**src/rtl/oc8051_ram_rmw_ctrl_pkg.sv**
```systemverilog
// oc8051_ram_rmw_ctrl_pkg: op/state encodings, bit-region base and capture record
package oc8051_ram_rmw_ctrl_pkg;

    localparam logic [7:0] BIT_BASE = 8'h20;

    localparam logic [2:0] OP_RD   = 3'd0;
    localparam logic [2:0] OP_WR   = 3'd1;
    localparam logic [2:0] OP_BRD  = 3'd2;
    localparam logic [2:0] OP_BSET = 3'd3;
    localparam logic [2:0] OP_BCLR = 3'd4;
    localparam logic [2:0] OP_BCPL = 3'd5;
    localparam logic [2:0] OP_BMOV = 3'd6;

    localparam logic [1:0] S_IDLE   = 2'd0;
    localparam logic [1:0] S_READ   = 2'd1;
    localparam logic [1:0] S_WRITE  = 2'd2;
    localparam logic [1:0] S_MODIFY = 2'd3;

    typedef struct packed {
        logic [2:0] op;
        logic [7:0] addr;
        logic [2:0] idx;
        logic [7:0] data;
        logic       bitv;
    } req_t;

    function automatic logic is_bit_op(input logic [2:0] op);
        return op >= OP_BRD && op <= OP_BMOV;
    endfunction

    function automatic logic is_rmw_op(input logic [2:0] op);
        return op >= OP_BSET && op <= OP_BMOV;
    endfunction

    function automatic logic is_byte_rd(input logic [2:0] op);
        return op == OP_RD || op == 3'd7;
    endfunction

endpackage

```
**src/rtl/oc8051_ram_rmw_ctrl_if.sv**
```systemverilog
// oc8051_ram_rmw_ctrl_if: core request/response and internal-RAM port bundle
interface oc8051_ram_rmw_ctrl_if;
    logic       req_valid;
    logic       req_ready;
    logic [2:0] req_op;
    logic [7:0] req_addr;
    logic [7:0] req_data;
    logic       req_bit;
    logic       rsp_valid;
    logic [7:0] rsp_data;
    logic       rsp_bit;
    logic [7:0] ram_rd_addr;
    logic       ram_rd_en;
    logic [7:0] ram_rd_data;
    logic [7:0] ram_wr_addr;
    logic [7:0] ram_wr_data;
    logic       ram_wr;
    logic       ram_wr_en;

    modport slave (
        input  req_valid, req_op, req_addr, req_data, req_bit, ram_rd_data,
        output req_ready, rsp_valid, rsp_data, rsp_bit,
        output ram_rd_addr, ram_rd_en, ram_wr_addr, ram_wr_data, ram_wr, ram_wr_en
    );

    modport master (
        output req_valid, req_op, req_addr, req_data, req_bit, ram_rd_data,
        input  req_ready, rsp_valid, rsp_data, rsp_bit,
        input  ram_rd_addr, ram_rd_en, ram_wr_addr, ram_wr_data, ram_wr, ram_wr_en
    );
endinterface

```
**src/rtl/oc8051_ram_rmw_ctrl_bit_mod.sv**
```systemverilog
// oc8051_bit_mod: combinational bit modify of one RAM byte, returns new byte and pre-modify bit
module oc8051_bit_mod
    import oc8051_ram_rmw_ctrl_pkg::*;
(
    input  logic [7:0] i_byte,
    input  logic [2:0] i_idx,
    input  logic [2:0] i_op,
    input  logic       i_bit,
    output logic [7:0] o_byte,
    output logic       o_old
);
    logic [7:0] w_mask;
    logic [7:0] w_set;
    logic [7:0] w_clr;

    always_comb begin
        w_mask = 8'd1 << i_idx;
        w_set  = i_byte | w_mask;
        w_clr  = i_byte & ~w_mask;
        o_old  = i_byte[i_idx];
        o_byte = i_op == OP_BSET ? w_set :
                 i_op == OP_BCLR ? w_clr :
                 i_op == OP_BCPL ? i_byte ^ w_mask :
                 i_op == OP_BMOV ? (i_bit ? w_set : w_clr) : i_byte;
    end
endmodule

```
**src/rtl/oc8051_ram_rmw_ctrl.sv**
```systemverilog
// oc8051_ram_rmw_ctrl: byte/bit request sequencer with 3-state read-modify-write in front of the internal RAM
module oc8051_ram_rmw_ctrl
    import oc8051_ram_rmw_ctrl_pkg::*;
(
    input logic                      clk,
    input logic                      rst,
    oc8051_ram_rmw_ctrl_if.slave     io_bus
);
    logic [1:0] r_state;
    req_t       r_req;
    logic       w_read;
    logic       w_write;
    logic       w_modify;
    logic       w_wr;
    logic [7:0] w_new;
    logic       w_old;
    logic [7:0] w_cap_addr;

    // bit address wraps inside the 16-byte bit region
    assign w_cap_addr = is_bit_op(io_bus.req_op) ? BIT_BASE + {4'd0, io_bus.req_addr[6:3]} : io_bus.req_addr;

    always_ff @(posedge clk or posedge rst) begin
        if (rst) begin
            r_state <= S_IDLE;
            r_req   <= '0;
        end else begin
            case (r_state)
                S_IDLE: if (io_bus.req_valid) begin
                    r_state <= io_bus.req_op == OP_WR ? S_WRITE : S_READ;
                    r_req   <= '{op: io_bus.req_op, addr: w_cap_addr, idx: io_bus.req_addr[2:0],
                                 data: io_bus.req_data, bitv: io_bus.req_bit};
                end
                S_READ:  r_state <= S_MODIFY;
                default: r_state <= S_IDLE;
            endcase
        end
    end

    oc8051_bit_mod u_bit_mod (
        .i_byte (io_bus.ram_rd_data),
        .i_idx  (r_req.idx),
        .i_op   (r_req.op),
        .i_bit  (r_req.bitv),
        .o_byte (w_new),
        .o_old  (w_old)
    );

    always_comb begin
        w_read   = r_state == S_READ;
        w_write  = r_state == S_WRITE;
        w_modify = r_state == S_MODIFY;
        w_wr     = w_write || (w_modify && is_rmw_op(r_req.op));
    end

    assign io_bus.req_ready   = r_state == S_IDLE && !rst;
    assign io_bus.ram_rd_en   = w_read;
    assign io_bus.ram_rd_addr = w_read ? r_req.addr : 8'd0;
    assign io_bus.ram_wr      = w_wr;
    assign io_bus.ram_wr_en   = w_wr;
    assign io_bus.ram_wr_addr = w_wr ? r_req.addr : 8'd0;
    assign io_bus.ram_wr_data = w_write ? r_req.data : w_wr ? w_new : 8'd0;
    assign io_bus.rsp_valid   = w_write || w_modify;
    assign io_bus.rsp_data    = w_write ? r_req.data : w_modify ? w_new : 8'd0;
    assign io_bus.rsp_bit     = w_modify && is_bit_op(r_req.op) && !is_byte_rd(r_req.op) ? w_old : 1'b0;
endmodule

```
**src/flat_wrapper.sv**
```systemverilog
// flat-port wrapper written by rule: the top's interface ports become plain ports
module oc8051_ram_rmw_ctrl_flat import oc8051_ram_rmw_ctrl_pkg::*;
  (clk, rst, io_bus_req_valid, io_bus_req_op, io_bus_req_addr, io_bus_req_data, io_bus_req_bit, io_bus_ram_rd_data, io_bus_req_ready, io_bus_rsp_valid, io_bus_rsp_data, io_bus_rsp_bit, io_bus_ram_rd_addr, io_bus_ram_rd_en, io_bus_ram_wr_addr, io_bus_ram_wr_data, io_bus_ram_wr, io_bus_ram_wr_en);
  oc8051_ram_rmw_ctrl_if io_bus_i ();
  input logic clk;
  input logic rst;
  input wire logic [$bits(io_bus_i.req_valid)-1:0] io_bus_req_valid;
  input wire logic [$bits(io_bus_i.req_op)-1:0] io_bus_req_op;
  input wire logic [$bits(io_bus_i.req_addr)-1:0] io_bus_req_addr;
  input wire logic [$bits(io_bus_i.req_data)-1:0] io_bus_req_data;
  input wire logic [$bits(io_bus_i.req_bit)-1:0] io_bus_req_bit;
  input wire logic [$bits(io_bus_i.ram_rd_data)-1:0] io_bus_ram_rd_data;
  output wire logic [$bits(io_bus_i.req_ready)-1:0] io_bus_req_ready;
  output wire logic [$bits(io_bus_i.rsp_valid)-1:0] io_bus_rsp_valid;
  output wire logic [$bits(io_bus_i.rsp_data)-1:0] io_bus_rsp_data;
  output wire logic [$bits(io_bus_i.rsp_bit)-1:0] io_bus_rsp_bit;
  output wire logic [$bits(io_bus_i.ram_rd_addr)-1:0] io_bus_ram_rd_addr;
  output wire logic [$bits(io_bus_i.ram_rd_en)-1:0] io_bus_ram_rd_en;
  output wire logic [$bits(io_bus_i.ram_wr_addr)-1:0] io_bus_ram_wr_addr;
  output wire logic [$bits(io_bus_i.ram_wr_data)-1:0] io_bus_ram_wr_data;
  output wire logic [$bits(io_bus_i.ram_wr)-1:0] io_bus_ram_wr;
  output wire logic [$bits(io_bus_i.ram_wr_en)-1:0] io_bus_ram_wr_en;
  assign io_bus_i.req_valid = io_bus_req_valid;
  assign io_bus_i.req_op = io_bus_req_op;
  assign io_bus_i.req_addr = io_bus_req_addr;
  assign io_bus_i.req_data = io_bus_req_data;
  assign io_bus_i.req_bit = io_bus_req_bit;
  assign io_bus_i.ram_rd_data = io_bus_ram_rd_data;
  assign io_bus_req_ready = io_bus_i.req_ready;
  assign io_bus_rsp_valid = io_bus_i.rsp_valid;
  assign io_bus_rsp_data = io_bus_i.rsp_data;
  assign io_bus_rsp_bit = io_bus_i.rsp_bit;
  assign io_bus_ram_rd_addr = io_bus_i.ram_rd_addr;
  assign io_bus_ram_rd_en = io_bus_i.ram_rd_en;
  assign io_bus_ram_wr_addr = io_bus_i.ram_wr_addr;
  assign io_bus_ram_wr_data = io_bus_i.ram_wr_data;
  assign io_bus_ram_wr = io_bus_i.ram_wr;
  assign io_bus_ram_wr_en = io_bus_i.ram_wr_en;
  oc8051_ram_rmw_ctrl u_core (.clk(clk), .rst(rst), .io_bus(io_bus_i));
endmodule
```
**config.mk**
```make
export PLATFORM = sky130hd
export DESIGN_NAME = oc8051_ram_rmw_ctrl_flat
export DESIGN_NICKNAME = d
export VERILOG_FILES = /design/src/rtl/oc8051_ram_rmw_ctrl_pkg.sv /design/src/rtl/oc8051_ram_rmw_ctrl_if.sv /design/src/rtl/oc8051_ram_rmw_ctrl_bit_mod.sv /design/src/rtl/oc8051_ram_rmw_ctrl.sv /design/src/flat_wrapper.sv
export SDC_FILE = /design/constraint.sdc
export NUM_CORES = 1
export LEC_CHECK = 0
export ABC_CLOCK_PERIOD_IN_PS = 2700
export CAP_MARGIN = 10
export CORE_MARGIN = 4
export CORE_UTILIZATION = 48
export CTS_CLUSTER_SIZE = 8
export DETAILED_ROUTE_END_ITERATION = 7
export PLACE_DENSITY = 0.82
export SYNTH_ARGS = -nofsm -noshare
export SYNTH_HDL_FRONTEND = slang
export SYNTH_HIERARCHICAL = 1
export SYNTH_SLANG_ARGS = --single-unit
```
**constraint.sdc**
```tcl
create_clock -name clk -period 2.7 [get_ports clk]
set_clock_uncertainty 0.1 [all_clocks]
set_input_delay 0.54 -clock clk [delete_from_list [all_inputs] [get_ports clk]]
set_output_delay 0.54 -clock clk [all_outputs]
set_load 0.01 [all_outputs]
```
### Yosys cells after proc, flatten, opt, wreduce, memory -nomap -nowiden

Index checks and enable logic that the tools add are counted.

| cells by class | value |
|---|---|
| multipliers | 0 |
| mux-type cells | 18 |
| bitwise gates (word level) | 4 |
| div/mod/pow operators | 0 |
| $lt $le $gt $ge | 6 |
| equality and inequality tests | 10 |
| shift operators | 1 |
| reduce and logical (&&, ||, !) cells | 15 |
| $add $sub $neg | 1 |

Operators with widths:

| operator | count |
|---|---|
| 2-to-1 mux 8 bit | 12 |
| == test 3 bit, second input constant | 4 |
| >= comparator 3 x 2 -> 1 bit, second input constant | 3 |
| AND 8 bit | 1 |
| NOT 8 bit | 1 |
| bitwise OR 8 bit | 1 |
| left shift 1 x 3 -> 8 bit, first input constant | 1 |
| bitwise XOR 8 bit | 1 |
| adder 6 x 4 -> 7 bit, first input constant | 1 |
| logical AND 1 bit | 7 |
| less-or-equal comparator 3 bit, second input constant | 2 |
| == test 2 bit, second input constant | 2 |
| < comparator 3 x 4 -> 1 bit, second input constant | 1 |
| 2-to-1 mux 2 bit | 2 |
| one-hot mux 2 bit (2 select lines) | 1 |
| binary-select mux 1 bit (select 3 bit) | 1 |
| == test 3 x 1 -> 1 bit, second input constant | 1 |
| == test 3 x 2 -> 1 bit, second input constant | 1 |
| logical NOT 3 bit | 1 |
| logical OR 1 bit | 3 |
| == test 2 x 1 -> 1 bit, second input constant | 1 |
| logical NOT 1 bit | 2 |
| logical NOT 2 bit | 1 |
| 2-to-1 mux 1 bit | 2 |
| other kinds (2) | 2 |

| word-level totals | value |
|---|---|
| input port bits | 31 |
| memories | 0 |
| bits in registers | 25 |
| RAM bits | 0 |
| ROM bits | 0 |
| latch bits | 0 |

### Logic depth before layout (Yosys ltp)

Gate-level depths: netlist of the first run.

| logic depth | value |
|---|---|
| depth after elaboration | 10 |
| gate-level depth with buffers | 9 |
| mapped depth without buffers | 8 |

### Modules after synthesis

The synthesis of the first run kept the hierarchy.

Modules (own cells, without submodules):

| module | instances | area each (um^2) | cells each | seq. area each (um^2) |
|---|---|---|---|---|
| oc8051_ram_rmw_ctrl | 1 | 1443.9 | 172 | 625.6 |
| oc8051_bit_mod | 1 | 813.3 | 108 | 0.0 |

### Worst setup path after synthesis of the first run

Ideal clock, no wire load.

| timing path | value |
|---|---|
| path kind | register to output |
| start point | register u_core/r_req[11] (netlist name) |
| end point | output io_bus_rsp_data[0] |
| required time | 2.060 ns |
| stages on the path, launching flop included | 9 |
| path slack | 0.161 ns |
| buffers on the path | 1 |
| data arrival time | 1.899 ns |
| cells stage by stage | dfrtp_1 clkbuf_1 or3_1 ha_1 nand2b_1 a21oi_1 a221oi_2 mux2i_1 nor2_1 |

| between the ends | value |
|---|---|
| longest elaborated chain between the ends | 10 |
| elaborated cells between the ends (all ways) | 12 |
| those cells by class | 1 x shift; 7 x mux; 4 x bitwise |

Ends and longest elaborated chain:

| what | line | RTL |
|---|---|---|
| from (decl) | oc8051_ram_rmw_ctrl.sv:10 | `req_t r_req;` |
| from (signal assigned) | oc8051_ram_rmw_ctrl.sv:30 | `r_req <= '{op: io_bus.req_op, addr: w_cap_addr, idx: io_bus.req_addr[2:0],` |
| left shift 1 x 3 -> 8 bit (*) | oc8051_ram_rmw_ctrl_bit_mod.sv:17 | `w_mask = 8'd1 << i_idx;` |
| NOT 8 bit | oc8051_ram_rmw_ctrl_bit_mod.sv:19 | `w_clr = i_byte & ~w_mask;` |
| AND 8 bit | oc8051_ram_rmw_ctrl_bit_mod.sv:19 |  |
| 2-to-1 mux 8 bit (2 in series) | oc8051_ram_rmw_ctrl_bit_mod.sv:24 | `i_op == OP_BMOV ? (i_bit ? w_set : w_clr) : i_byte;` |
| 2-to-1 mux 8 bit | oc8051_ram_rmw_ctrl_bit_mod.sv:23 | `i_op == OP_BCPL ? i_byte ^ w_mask :` |
| 2-to-1 mux 8 bit | oc8051_ram_rmw_ctrl_bit_mod.sv:22 | `i_op == OP_BCLR ? w_clr :` |
| 2-to-1 mux 8 bit (*) | oc8051_ram_rmw_ctrl_bit_mod.sv:21 | `o_byte = i_op == OP_BSET ? w_set :` |
| net u_core.w_new[0] | oc8051_ram_rmw_ctrl.sv:15 | `logic [7:0] w_new;` |
| 2-to-1 mux 8 bit (*) (2 in series) | oc8051_ram_rmw_ctrl.sv:63 | `assign io_bus.rsp_data = w_write ? r_req.data : w_modify ? w_new : 8'd0;` |
| to (decl) | flat_wrapper.sv:15 | `output wire logic [$bits(io_bus_i.rsp_data)-1:0] io_bus_rsp_data;` |

The timed path passes the listed nets; every way through them passes the cells marked *.

### Final worst setup path of the first run

| timing path | value |
|---|---|
| start point | register u_core/r_req[10] (netlist name) |
| end point | output io_bus_rsp_data[5] |

The elaborated chain is that of the path after synthesis.

==> run summary, run 1 <==
The routed design could run at a clock period as short as 3.02 ns. The tightest min-delay check is of the reg2reg type. The library cells used most frequently in the layout, excluding fill and tap cells, are sky130_fd_sc_hd__buf_4 (67), sky130_fd_sc_hd__nand2_1 (57), sky130_fd_sc_hd__clkdlybuf4s50_1 (36).

The placed cell count is 433. The final hold violation count came to 0. The total power per unit cell area is 1060 mW/mm^2. The TritonCTS clock tree is built.

After synthesis the netlist holds a flip-flop and latch count of 25. The clock buffer count from CTS is 3. The placer congestion estimate came out at 0.888.

The final non-filler cell total came out at 456. The later pin in the worst-skew pair is clocked with a latency of about 0.26 ns. The total congestion overflow after global routing came out at 0. The final hold slack is 0.415 ns.

The length of the first detailed-routing pass in iterations is 4. The synthesized netlist occupies a cell area of 0.00226 sq mm. The H-tree depth reported by CTS came out at 1.

Setup repair after global routing could not meet its margin everywhere. The worst setup path is launched from a register. The synthesized netlist net count is 327. The horizontal extent of the die is ~77 um. The via count of the first global-routing pass came to 2,711. The maximum resistive drop on vdd is 0.571 mV. The top fanout value on the critical path is 6. The number of antenna cells inserted came out at 0.

Across the run, the number of max-cap violations was 0. Using the TritonRoute via totals, the vias-per-cell ratio works out to 5.57. Leaving out fill and tap cells, the most frequent cell in the layout is sky130_fd_sc_hd__buf_4.

The cell count after synthesis came out at 280. The number of remaining DRC errors came out at 0. After floorplanning, the core was sized to cover 0.00444 sq mm. The post-detailed-route count of antenna-violating nets came out at 0. The fraction of the yosys area taken by sequential cells came out at 0.277. Pin placement for this block handled 69 I/O pins. The total number of vias came out at 2,540. Setup violations remaining at the end of the flow were counted as 16. The per-cell routed wire length came out at 16.5 um. The number of flops mapped to enable cells by yosys is 0.

The number of buffers inserted by hold repair at cts is 0. STA classifies the critical path endpoint as an output port. Synthesis instantiated 51 different standard cells from the library.

The combined global-route utilization of all metal layers is 0.253. The initialized floorplan defines 24 standard-cell rows. The global-route wire length before repair is 12.4 mm. The synthesized area divided by synthesized cell count is 8.06 sq um. The area growth from synthesis to final layout came out at 55.7%.

Across all setup checks in the final design, the least slack found is -0.320 ns. The yosys synthesis warning count is 6. The detailed placer's ending HPWL came out at 5.54 mm. The DRC violation total after the first TritonRoute iteration came out at 136.

For the pin with the worst max-slew slack, the measured transition is 0.558 ns. The number of max-slew violations in the final report came out at 0. The pin count of the biggest net entering global routing came out at 26. The flow ran to the end, but the final reports show violations.

The initial standard-cell utilization of the core came out at 0.508. For this design the static power due to leakage is roughly 1.8 nW. The total routed wirelength is ~7.5 mm. Data on the critical path is required at its endpoint by 2.06 ns. For this run, asynchronously set or reset flops after synthesis account for 1.00. The quantity of I/O buffers inserted on ports is 68. For the worst setup path, the data arrival time is 2.38 ns. The full die area came out at about 0.0059 sq mm. The fraction of layout cells with a size suffix above 1 came out at 0.344. The root buffer cell is sky130_fd_sc_hd__clkbuf_8.

The number of buffers on the longest clock path is 2. The final reports fail on negative setup slack. The count of nets after finishing is 452. Among all flip-flop cells after synthesis, the most frequent one is sky130_fd_sc_hd__dfrtp_1. The timing-limited maximum frequency is 0.331 GHz. In this run the tightest slew margin relative to its limit is 0.628. The clock sink total came out at 25. The final cycle utilization of the critical path came out at 1.12. After clock tree synthesis, the clock-pin slew on the worst setup and hold paths is 0.08 ns. The initial antenna violation count is 0.

The die height came out at 76.6 um. The worst setup path is of the reg2out kind.
[state kept, by name, summed over array words and instances, names as in the netlist]
register        count
u_core/r_req       23
u_core/r_state      2
[metrics by stage]
step            util  cell area, sq um  setup WS [ns]  total power [mW]  setup TNS, ns
6_report       0.791              3510         -0.320              3.71          -3.34
2_1_floorplan      -              2260          0.161              2.05              0
3_5_place_dp   0.738              3280         -0.673              3.17          -9.08
5_1_grt        0.791              3510         -0.438              4.00          -5.33
3_3_place_gp   0.738              3280         -0.606              3.07          -8.29
4_1_cts        0.774              3440         -0.268              3.57          -2.56
[report_power, final]
group,leakage [nW],internal (mW),switching (mW)
Clock,0.0228,0.105,0.111
Sequential,0.304,0.559,0.209
Combinational,1.43,1.43,1.29
[cell type report]
class,count,area (sq um)
Multi-Input combinational cell,225,1610
Timing Repair Buffer,139,1130
Fill cell,313,931
Sequential cell,25,629
Tap cell,52,65.1
Clock buffer,4,45.0
Inverter,11,41.3
[synthesized netlist by cell type, drive strengths merged, types with 2 or more instances]
master	number	area, sq um
nor2b	4	25.0
inv	11	41.3
nand3	3	15.0
or2	2	12.5
clkbuf	5	20.0
and2	17	109
mux2i	8	80.1
nor2	25	93.8
nand2	60	228
o211ai	4	35.0
nand2b	12	75.1
nor3	2	10.0
a21oi	16	83.8
dfrtp	25	626
nor3b	2	20.0
a22o	8	70.1
a221oi	8	101
a31oi	7	50.1
o21ai	10	50.0
ha	16	200
mux4	2	45.0
buf	14	104
a211o	3	26.3
[critical path: stages (launching register included)]
cell	delay, ns
sky130_fd_sc_hd__dfrtp_2	0.46
sky130_fd_sc_hd__buf_6	0.14
sky130_fd_sc_hd__nor2b_4	0.16
sky130_fd_sc_hd__nand2_2	0.10
sky130_fd_sc_hd__ha_4	0.27
sky130_fd_sc_hd__nand2b_4	0.11
sky130_fd_sc_hd__a21oi_2	0.05
sky130_fd_sc_hd__a221oi_2	0.34
sky130_fd_sc_hd__buf_4	0.18
sky130_fd_sc_hd__mux2i_1	0.06
sky130_fd_sc_hd__nor2_1	0.11
sky130_fd_sc_hd__buf_2	0.15
[logic make-up (layout without fill, tap and decap cells)]
| family | Yosys count | count (layout) | synth area share |
|---|---|---|---|
| buf+inv | 30 | 154 | 0.0732 |
| simple gates | 136 | 136 | 0.293 |
| flops | 25 | 25 | 0.277 |
| fa+ha+maj | 16 | 16 | 0.0887 |
| compound gates | 62 | 62 | 0.208 |
| mux | 11 | 11 | 0.0604 |
[worst paths after layout]
kind | from | endpoint | slack (ns) | cells past startpoint
worst max-delay path | u_core/r_req[10]$_DFFE_PP0P_ | io_bus_rsp_data[5] | -0.32 | 11
worst max register to register | u_core/r_state[0]$_DFFE_PP0P_ | u_core/r_req[13]$_DFFE_PP0P_ | 0.69 | 4
worst min-delay path | u_core/r_req[17]$_DFFE_PP0P_ | u_core/r_req[17]$_DFFE_PP0P_ | 0.41 | 2
worst min register to register | u_core/r_req[17]$_DFFE_PP0P_ | u_core/r_req[17]$_DFFE_PP0P_ | 0.41 | 2
max in group asynchronous | rst | u_core/r_req[9]$_DFFE_PP0P_ | 1.65 | 3
min in group asynchronous | rst | u_core/r_req[19]$_DFFE_PP0P_ | 0.59 | 3
[per-layer routing]
layer	global-route usage	part of all wire	wire length, um	up-vias
li1	-	-	-	1215
met1	0.278	0.39	2920	1235
met2	0.492	0.55	4130	68
met3	0.0402	0.036	274	22
met4	0.0761	0.025	187	0
met5	0	0	0	-
[repair_timing]
action / in CTS / in global routing
gates resized for setup: 104 / 23
buffers inserted: 13 / 6
setup endpoints to repair: 27 / 24
pin swaps: 21 / 20
Power figures use the tool's default switching activity.
==> run 2: changes to the inputs <==
--- a/config.mk
+++ b/config.mk
@@ -6,7 +6,6 @@
 export NUM_CORES = 1
 export LEC_CHECK = 0
 export ABC_CLOCK_PERIOD_IN_PS = 2700
-export CAP_MARGIN = 10
 export CORE_MARGIN = 4
 export CORE_UTILIZATION = 48
 export CTS_CLUSTER_SIZE = 8
==> results of run 2 <==
No change in the layout: final DEF, timing and power equal those of run 1.
==> run 3: changes to the inputs <==
--- a/config.mk
+++ b/config.mk
@@ -5,6 +5,7 @@
 export SDC_FILE = /design/constraint.sdc
 export NUM_CORES = 1
 export LEC_CHECK = 0
+export ABC_AREA = 0
 export ABC_CLOCK_PERIOD_IN_PS = 2700
 export CORE_MARGIN = 4
 export CORE_UTILIZATION = 48
==> results of run 3 <==
No change in the layout: final DEF, timing and power equal those of run 1.
